**src/rtl/sva_stim_pkg.sv**
```systemverilog
// Shared types for the SVA stimulus generator: FSM state encoding and the
// default-width command record queued in the generator FIFO.
package sva_stim_pkg;

    localparam int SEQ_GAP_W = 8;
    localparam int SEQ_REP_W = 8;

    typedef enum logic [1:0] {
        G_IDLE = 2'd0,
        G_GAP  = 2'd1,
        G_HIT  = 2'd2
    } gen_state_t;

    typedef struct packed {
        logic [SEQ_GAP_W-1:0] gap;
        logic [SEQ_REP_W-1:0] rep;
    } seq_cmd_t;

endpackage

```
**src/rtl/sva_cmd_fifo.sv**
```systemverilog
// Show-ahead synchronous command FIFO; the head entry is visible on rd_data
// whenever empty is low so the generator can pop and load in one cycle.
module sva_cmd_fifo
    import sva_stim_pkg::*;
#(
    parameter int  DEPTH  = 4,
    parameter type item_t = seq_cmd_t
) (
    input  logic  gclk,
    input  logic  grst,
    input  logic  push,
    input  logic  pop,
    input  item_t wr_data,
    output item_t rd_data,
    output logic  full,
    output logic  empty
);

    localparam int AW = $clog2(DEPTH);

    item_t       mem [DEPTH];
    logic [AW:0] wr_ptr;
    logic [AW:0] rd_ptr;

    // Extra pointer bit distinguishes full from empty when the indices match.
    assign empty = (wr_ptr == rd_ptr);
    assign full  = (wr_ptr[AW] != rd_ptr[AW]) && (wr_ptr[AW-1:0] == rd_ptr[AW-1:0]);

    always_ff @(posedge gclk or posedge grst) begin
        if (grst) begin
            wr_ptr <= '0;
            rd_ptr <= '0;
        end else begin
            if (push && !full) begin
                wr_ptr <= wr_ptr + (AW+1)'(1);
            end
            if (pop && !empty) begin
                rd_ptr <= rd_ptr + (AW+1)'(1);
            end
        end
    end

    always_ff @(posedge gclk) begin
        if (push && !full) begin
            mem[wr_ptr[AW-1:0]] <= wr_data;
        end
    end

    assign rd_data = mem[rd_ptr[AW-1:0]];

endmodule

```
**src/rtl/sva_seq_gen.sv**
```systemverilog
// Stimulus generator for the SVA property checkers: plays "!a for gap cycles,
// then a" patterns and predicts when and how many checker threads succeed.
//
// state  | meaning
// G_IDLE | nothing executing; pop the FIFO head when one is queued
// G_GAP  | driving a=0, gap_ctr counts the remaining gap cycles
// G_HIT  | driving a=1 for one cycle; repeat, chain next command, or idle
module sva_seq_gen
    import sva_stim_pkg::*;
#(
    parameter int GAP_WIDTH   = 8,
    parameter int REP_WIDTH   = 8,
    parameter int FIFO_DEPTH  = 4,
    parameter int EXP_LATENCY = 1,
    parameter int CNT_WIDTH   = 16
) (
    input  logic                 gclk,
    input  logic                 grst,
    input  logic                 cmd_valid,
    output logic                 cmd_ready,
    input  logic [GAP_WIDTH-1:0] cmd_gap,
    input  logic [REP_WIDTH-1:0] cmd_rep,
    output logic                 a,
    output logic                 busy,
    output logic                 exp_succ,
    output logic [GAP_WIDTH:0]   exp_count,
    output logic [CNT_WIDTH-1:0] seq_cnt
);

    typedef struct packed {
        logic [GAP_WIDTH-1:0] gap;
        logic [REP_WIDTH-1:0] rep;
    } cmd_t;

    cmd_t                 wr_cmd;
    cmd_t                 head;
    logic                 full;
    logic                 empty;
    logic                 pop;

    gen_state_t           state_q;
    gen_state_t           state_d;
    logic [GAP_WIDTH-1:0] gap_ctr;
    logic [GAP_WIDTH-1:0] gap_ctr_d;
    logic [REP_WIDTH-1:0] rep_ctr;
    logic [REP_WIDTH-1:0] rep_ctr_d;
    logic [GAP_WIDTH-1:0] cur_gap;
    logic [GAP_WIDTH-1:0] cur_gap_d;

    logic                 hit;
    logic [GAP_WIDTH:0]   hit_count;

    assign wr_cmd    = '{gap: cmd_gap, rep: cmd_rep};
    assign cmd_ready = !full;

    sva_cmd_fifo #(
        .DEPTH  (FIFO_DEPTH),
        .item_t (cmd_t)
    ) u_fifo (
        .gclk    (gclk),
        .grst    (grst),
        .push    (cmd_valid),
        .pop     (pop),
        .wr_data (wr_cmd),
        .rd_data (head),
        .full    (full),
        .empty   (empty)
    );

    function automatic gen_state_t entry_state(input logic [GAP_WIDTH-1:0] g,
                                               input logic [REP_WIDTH-1:0] r);
        if (r == '0) begin
            return G_IDLE;
        end else if (g == '0) begin
            return G_HIT;
        end
        return G_GAP;
    endfunction

    always_comb begin
        state_d   = state_q;
        gap_ctr_d = gap_ctr;
        rep_ctr_d = rep_ctr;
        cur_gap_d = cur_gap;
        pop       = 1'b0;
        case (state_q)
            G_IDLE: begin
                if (!empty) begin
                    pop       = 1'b1;
                    cur_gap_d = head.gap;
                    gap_ctr_d = head.gap;
                    rep_ctr_d = head.rep;
                    state_d   = entry_state(head.gap, head.rep);
                end
            end
            G_GAP: begin
                if (gap_ctr == GAP_WIDTH'(1)) begin
                    state_d = G_HIT;
                end else begin
                    gap_ctr_d = gap_ctr - GAP_WIDTH'(1);
                end
            end
            G_HIT: begin
                if (rep_ctr != REP_WIDTH'(1)) begin
                    rep_ctr_d = rep_ctr - REP_WIDTH'(1);
                    if (cur_gap != '0) begin
                        gap_ctr_d = cur_gap;
                        state_d   = G_GAP;
                    end
                end else if (!empty) begin
                    // Chain straight into the next command without an idle bubble.
                    pop       = 1'b1;
                    cur_gap_d = head.gap;
                    gap_ctr_d = head.gap;
                    rep_ctr_d = head.rep;
                    state_d   = entry_state(head.gap, head.rep);
                end else begin
                    state_d = G_IDLE;
                end
            end
            default: begin
                state_d = G_IDLE;
            end
        endcase
    end

    always_ff @(posedge gclk or posedge grst) begin
        if (grst) begin
            state_q <= G_IDLE;
            gap_ctr <= '0;
            rep_ctr <= '0;
            cur_gap <= '0;
            a       <= 1'b0;
            seq_cnt <= '0;
        end else begin
            state_q <= state_d;
            gap_ctr <= gap_ctr_d;
            rep_ctr <= rep_ctr_d;
            cur_gap <= cur_gap_d;
            a       <= (state_d == G_HIT);
            if (hit) begin
                seq_cnt <= seq_cnt + CNT_WIDTH'(1);
            end
        end
    end

    assign busy      = (state_q != G_IDLE) || !empty;
    assign hit       = (state_q == G_HIT);
    assign hit_count = {1'b0, cur_gap} + (GAP_WIDTH+1)'(1);

    generate
        if (EXP_LATENCY == 0) begin : g_exp_comb
            assign exp_succ  = hit;
            assign exp_count = hit ? hit_count : '0;
        end else begin : g_exp_pipe
            logic [EXP_LATENCY-1:0] vld_pipe;
            logic [GAP_WIDTH:0]     cnt_pipe [EXP_LATENCY];

            always_ff @(posedge gclk or posedge grst) begin
                if (grst) begin
                    vld_pipe <= '0;
                    for (int i = 0; i < EXP_LATENCY; i++) begin
                        cnt_pipe[i] <= '0;
                    end
                end else begin
                    vld_pipe[0] <= hit;
                    cnt_pipe[0] <= hit ? hit_count : '0;
                    for (int i = 1; i < EXP_LATENCY; i++) begin
                        vld_pipe[i] <= vld_pipe[i-1];
                        cnt_pipe[i] <= cnt_pipe[i-1];
                    end
                end
            end

            assign exp_succ  = vld_pipe[EXP_LATENCY-1];
            assign exp_count = cnt_pipe[EXP_LATENCY-1];
        end
    endgenerate

endmodule

```
**config.mk**
```make
export PLATFORM = sky130hd
export DESIGN_NAME = sva_seq_gen
export DESIGN_NICKNAME = d
export VERILOG_FILES = /design/src/rtl/sva_stim_pkg.sv /design/src/rtl/sva_cmd_fifo.sv /design/src/rtl/sva_seq_gen.sv
export SDC_FILE = /design/constraint.sdc
export NUM_CORES = 1
export LEC_CHECK = 0
export ABC_CLOCK_PERIOD_IN_PS = 2200
export CORE_ASPECT_RATIO = 1.1
export CORE_MARGIN = 2
export CORE_UTILIZATION = 54
export CTS_BUF_LIST = sky130_fd_sc_hd__clkbuf_8
export DETAILED_ROUTE_END_ITERATION = 7
export HOLD_SLACK_MARGIN = 0.02
export PLACE_DENSITY_LB_ADDON = 0.12
export SETUP_SLACK_MARGIN = 0.4
export SYNTH_ARGS = -nofsm -noshare
export SYNTH_HDL_FRONTEND = slang
export SYNTH_SLANG_ARGS = --single-unit
```
**constraint.sdc**
```tcl
create_clock -name gclk -period 2.2 [get_ports gclk]
set_clock_uncertainty 0.1 [all_clocks]
set_input_delay 0.44 -clock gclk [delete_from_list [all_inputs] [get_ports gclk]]
set_output_delay 0.44 -clock gclk [all_outputs]
set_load 0.01 [all_outputs]
```
==> run_results.csv, run 1 <==
group,metric,value,unit
critical_path,critPathMaxFanout,8,
pwr,p_int,7259,µW
critical_path,critical_path_buf_inv_count,2,
detailed_routing,ant_nets,0,
run,max_cap_violations,0,
synth,async_reset_ff_frac,0.4797,
global_routing,grtUsageTotal,0.2460,
clock_network,cts_max_path_buffers,2,
global_routing,grt-ovfl-total,0,
critical_path,arrival,2.47,ns
cells_and_area,area_growth,43.83,%
detailed_routing,drc,0,
synth,synth_edf_count,64,
critical_path,critPathMaxStageDelay,0.56,ns
pwr,pwr-share-seq,0.300,
critical_path,crit_chain,"buf_6 -> buf_12 -> mux4_2 -> nor4_4 -> a221oi_2 -> or3_1 -> a21boi_1",
cells_and_area,num-nets-final,589,
detailed_routing,viasPerCell,5.892,
global_routing,grt_pass1_vias,4194,
critical_path,critPathSlowestCell,"mux4_2",
worst_hold_path,hold_class,"in2async",
floorplanning,initial_core_util,0.5593,
clock_network,ctsHoldBuffers,0,
critical_path,critical-path-top-delay-family,"simple AND/OR/NAND/NOR gates",
synth,ys_ff_latch,123,
placement,dp_hpwl,7.700,mm
synth,synth_area_per_cell,13.59,µm²
critical_path,startpoint_type,"flip-flop",
synth,synth_warnings,0,
sta,setup_viol,1,
sta,slew_headroom,0.6565,
placement,placed_area,6502,µm²
clock_network,cts_tree,"yes",
critical_path,crit_path_end_kind,"flip-flop",
clock_network,cts.sinks,123,
sta,hold_slack,0.3414,ns
cells_and_area,final_layout_size_suffix_gt1_frac,0.4127,
global_routing,grt_max_degree,60,
sta,min_period_over_period,1.001,
global_routing,grt_pass1_wl,20.98,mm
placement,gp_congestion,0.8525,
sta,hold_viol_final,0,
pwr,peakVddDrop,0.9660,mV
placement,port_buffers,47,
synth,yosys.area.top_type,"edfxtp_1",
floorplanning,die_h,110.4,µm
floorplanning,core-area,9937,µm²
synth,synth_top_area_share,0.3458,
status,status,"finished, violations left",
synth,synth_nets,444,
detailed_routing,drt-total-wl,13.79,mm
clock_network,numCtsBuffers,17,
synth,syn-instance-count,409,
sta,fmax,454.2,MHz
sta,worst-slew-pin-transition,0.5125,ns
critical_path,critPathRequiredTime,2.46,ns
clock_network,cts.root.buffer_cell,"clkbuf_8",
sta,setup_ws,-0.001484,ns
cells_and_area,final_area,7994,µm²
clock_network,h-tree-depth,4,
sta,final_max_slew_viol_count,0,
placement,post-place-ws,0.04887,ns
pwr,pwr_density_cell,1486,nW/µm²
pwr,power_leakage,0.003289,µW
synth,synthFlopType,"edfxtp_1",
detailed_routing,post_drt_wl_per_cell,20.07,µm
floorplanning,rows,38,
cells_and_area,final_cell_mix,"64 x edfxtp_1, 55 x dfrtp_1, 52 x buf_4",
detailed_routing,drt_first_iter_violations,278,
cells_and_area,final_common_cell,"edfxtp_1",
clock_network,clk_latency,0.44,ns
sta,period_needed,2.201,ns
floorplanning,die-area,11120,µm²
sta,rsz0062_at_grt,"yes",
pwr,swShare,0.3889,
floorplanning,ioPinCount,48,
pwr,clock_power_share,0.168,
clock_network,clk_pin_slew,0.08,ns
critical_path,criticalPathCategory,"reg2reg",
synth,synthTopCellsByArea,"edfxtp_1 35%, dfrtp_1 27%, mux4_2 6.5%, ha_1 3.6%, xnor2_1 3.2%",
cells_and_area,stdcell_count,687,
status,violations,"setup timing",
pwr,power.share.combinational,0.531,
global_routing,antenna_found_initial,0,
synth,syn-cell-area,5558,µm²
placement,dp.cells,593,
synth,ys_seq_area_frac,0.6114,
floorplanning,fp.dieW,100.7,µm
pwr,p_sw,4619,µW
cells_and_area,antenna_cells,0,
detailed_routing,drt-pass1-iter-count,4,
detailed_routing,vias,4048,
synth,yosys.cell_types.count,54,
what timing repair did:
item	4_1_cts	5_1_grt
buffers inserted	40	16
cloned	5	1
setup endpoints to repair	130	100
gates resized for setup	113	61
pin swaps	30	45
per-layer routing:
metal  wire [µm]  GRT usage  share of wire
met2        7338     0.4084           0.53
met3         618    0.06203          0.045
met4         433     0.1059          0.031
met1        5400     0.3026           0.39
met5           0          0              0
power groups by stage:
stage	combinational (µW)	clock, µW	sequential (µW)
after global placement	3850	0	3540
after floorplan	2740	0	3460
after CTS	5260	2020	3510
final	6310	2000	3570
after global routing	6700	2140	3620
after detailed placement	3940	0	3570
cells by family after synthesis:
| kind of cell | share of synthesized area |
|---|---|
| adders and majority gates | 0.03602 |
| AOI/OAI and AO/OA | 0.08465 |
| and+or+nand+nor | 0.1110 |
| buffers and inverters | 0.02184 |
| xor gates and xnor gates | 0.05043 |
| muxes | 0.08465 |
| DFF | 0.6114 |
tightest hold or removal path, cell delays in order:
cell and delay (ns):
clkdlybuf4s50_1 0.44, clkinvlp_4 0.10, buf_12 0.30
sequential cells by signal (all words and copies together) (netlist names):
register       count
a                  1
cur_gap            8
exp_count          9
exp_succ           1
gap_ctr            8
rep_ctr            8
seq_cnt           16
state_q            2
u_fifo.mem        64
u_fifo.rd_ptr      3
u_fifo.wr_ptr      3
layout make-up:
cell class / instances / area (µm²)
inverter: 17 / 67.56
fill: 542 / 1943
clock buffer: 17 / 234.0
timing repair buffer: 133 / 1285
clock inverter: 15 / 162.7
tap: 120 / 150.1
sequential: 123 / 3403
multi-input combinational: 262 / 2691
final timing paths:
kind / cells past startpoint / to / from / slack [ns]
max: 7 / a / u_fifo.rd_ptr[0] / -0.001
min: 3 / seq_cnt[4] / grst / 0.34
max reg2reg: 7 / a / u_fifo.rd_ptr[0] / -0.001
min reg2reg: 1 / seq_cnt[15] / seq_cnt[15] / 0.37
max in group asynchronous: 3 / rep_ctr[4] / grst / 1.38
min in group gclk: 1 / seq_cnt[15] / seq_cnt[15] / 0.37
Yosys cell counts (3+ instances only):
library cell / instances
o22ai_1: 4
inv_1: 17
ha_1: 16
xnor2_1: 20
nand2_1: 29
mux4_2: 16
a22o_1: 3
o21ai_1: 12
dfrtp_1: 59
nor4_1: 6
a21oi_1: 11
nor2_1: 12
or3_1: 3
mux2_1: 4
nor4b_1: 3
nand3_1: 15
and3_1: 4
a22oi_1: 8
nor3b_1: 3
a31oi_1: 3
nand4_1: 8
mux2_2: 4
buf_2: 4
clkbuf_1: 6
xor2_1: 12
nor3_1: 8
edfxtp_1: 64
and2_1: 10
a32oi_1: 3
nor2b_1: 3
o21ai_0: 9
per-stage QoR:
| step | power [µW] | utilization | TNS [ns] |
|---|---|---|---|
| after floorplan | 6195 | - | 0 |
| after detailed placement | 7510 | 0.6544 | 0 |
| after global routing | 12470 | 0.8045 | -0.2726 |
| final | 11880 | 0.8045 | -0.001484 |
| after global placement | 7393 | 0.6544 | 0 |
| after CTS | 10780 | 0.7624 | -0.03515 |
No activity file was read; power rests on OpenSTA's default activity.
==> run 2, diff against run 1 <==
- CORE_ASPECT_RATIO: 1.1 -> default
==> run 2 against run 1 <==
- the run now ends clean
- utilization down 3.1 points
- critical path depth down 1
- sequential power hardly changed
- power is 5.9% lower
- non-clock buffer count down 2
- clock power down 11%
- fmax grew 3.4%
- largest cell class unchanged
- largest power group unchanged
==> run_results.csv, run 2 (synthesis gave the netlist of run 1 again) <==
group,metric,value,unit
status,status,"finished, final reports clean",
pwr,p_int,6994,µW
clock_network,h-tree-depth,4,
placement,port_buffers,47,
pwr,power_leakage,0.003254,µW
floorplanning,rows,37,
floorplanning,initial_core_util,0.5482,
detailed_routing,post_drt_wl_per_cell,18.92,µm
global_routing,grt_pass1_vias,3985,
global_routing,grt-ovfl-total,0,
cells_and_area,final_cell_mix,"64 x edfxtp_1, 55 x dfrtp_1, 54 x buf_4",
critical_path,criticalPathCategory,"reg2reg",
clock_network,cts_tree,"yes",
floorplanning,die_h,105.5,µm
sta,setup_viol,0,
run,max_cap_violations,0,
critical_path,crit_path_end_kind,"flip-flop",
detailed_routing,ant_nets,0,
placement,dp_hpwl,7.627,mm
floorplanning,die-area,11120,µm²
pwr,power.share.combinational,0.522,
sta,min_period_over_period,0.9678,
critical_path,critPathMaxFanout,5,
clock_network,cts.sinks,123,
clock_network,cts_max_path_buffers,2,
clock_network,clk_latency,0.45,ns
floorplanning,ioPinCount,48,
floorplanning,fp.dieW,105.5,µm
detailed_routing,drt-total-wl,13.21,mm
clock_network,clk_pin_slew,0.07,ns
clock_network,numCtsBuffers,17,
global_routing,antenna_found_initial,0,
detailed_routing,drt-pass1-iter-count,7,
cells_and_area,antenna_cells,0,
placement,placed_area,6543,µm²
critical_path,startpoint_type,"flip-flop",
detailed_routing,drc,0,
detailed_routing,vias,4054,
pwr,pwr-share-seq,0.319,
floorplanning,core-area,10140,µm²
sta,final_max_slew_viol_count,0,
detailed_routing,drt_first_iter_violations,191,
sta,slew_headroom,0.6653,
cells_and_area,largest_register_ffs,64,
placement,dp.cells,610,
placement,gp_congestion,0.8213,
sta,period_needed,2.129,ns
pwr,design_power_total,11170,µW
cells_and_area,num-nets-final,584,
sta,hold_viol_final,0,
critical_path,critPathRequiredTime,2.48,ns
detailed_routing,viasPerCell,5.808,
sta,rsz0062_at_grt,"yes",
cells_and_area,final_area,7840,µm²
critical_path,arrival,2.41,ns
pwr,pwr_density_cell,1425,nW/µm²
cells_and_area,final_layout_size_suffix_gt1_frac,0.3772,
sta,tns,0,ns
cells_and_area,area_growth,41.06,%
sta,fmax,469.6,MHz
cells_and_area,finish.utilization,0.7733,
pwr,peakVddDrop,1.009,mV
global_routing,grt_max_degree,60,
cells_and_area,stdcell_count,698,
pwr,p_sw,4181,µW
sta,worst-slew-pin-transition,0.4982,ns
pwr,clock_power_share,0.159,
pwr,swShare,0.3742,
clock_network,cts.root.buffer_cell,"clkbuf_8",
cells_and_area,final_common_cell,"edfxtp_1",
global_routing,grtUsageTotal,0.2394,
worst_hold_path,hold_class,"in2async",
global_routing,grt_pass1_wl,20.06,mm
## run 2: changes by cell type in the layout (fill, tap and decap cells not counted), moves of 3 or more
cell,before,now
buf_6,22,15
inv_6,6,0
a22oi_2,7,0
clkinv_4,3,0
a22oi_1,1,8
clkinv_2,1,4
nand2_1,24,21
## run 2: cell type report
cell class | count | area (µm²)
clock inverters | 13 | 91.34
flip-flops and latches | 123 | 3403
multi-input cells | 259 | 2525
fillers | 599 | 2298
repair buffers | 131 | 1321
inverters | 17 | 67.56
well taps | 136 | 170.2
clock buffers | 19 | 261.5
## run 2: power by group through the flow
stage               clock network (µW)  registers [µW]  logic (µW)
floorplan                            0            3460        2740
global placement                     0            3540        3870
detailed placement                   0            3570        3930
CTS                               1810            3520        5000
global route                      1900            3620        6220
finish                            1770            3570        5830
## run 2: critical path, cell delays in order, from the launching register on
cell and delay [ns]:
dfrtp_2 0.42, buf_12 0.14, mux4_2 0.55, nor4_4 0.31, a221oi_2 0.10, or3_1 0.31, a21boi_1 0.13
## run 2: per-stage QoR
step	setup slack [ns]	hold WS (ns)
2_1_floorplan	0.1679	0.3516
3_3_place_gp	0.06819	0.3625
3_5_place_dp	0.01879	0.3699
4_1_cts	0.04089	0.3248
5_1_grt	-0.04552	0.3551
6_report	0.07074	0.3183
## run 2: path summary, 6_finish.rpt
kind / startpoint / end / slack [ns] / cells past startpoint
setup / recovery: u_fifo.rd_ptr[0] / a / 0.07 / 6
hold / removal: grst / seq_cnt[1] / 0.32 / 3
setup reg to reg: u_fifo.rd_ptr[0] / a / 0.07 / 6
hold reg to reg: seq_cnt[15] / seq_cnt[15] / 0.37 / 1
max in group asynchronous: grst / u_fifo.rd_ptr[0] / 1.38 / 3
min in group gclk: seq_cnt[15] / seq_cnt[15] / 0.37 / 1
## run 2: repair_timing
action,CTS,global route
buffers inserted,34,16
hold buffers,0,0
gates cloned,4,2
pin swaps,20,25
gates resized for setup,83,53
endpoints found under the setup margin,128,100
## run 2: routing by layer
layer | part of all wire | routed length, µm | global-route usage
met5 | 0 | 0 | 0
met4 | 0.016 | 211 | 0.09333
met3 | 0.052 | 681 | 0.06122
met2 | 0.54 | 7073 | 0.4005
met1 | 0.40 | 5241 | 0.2998
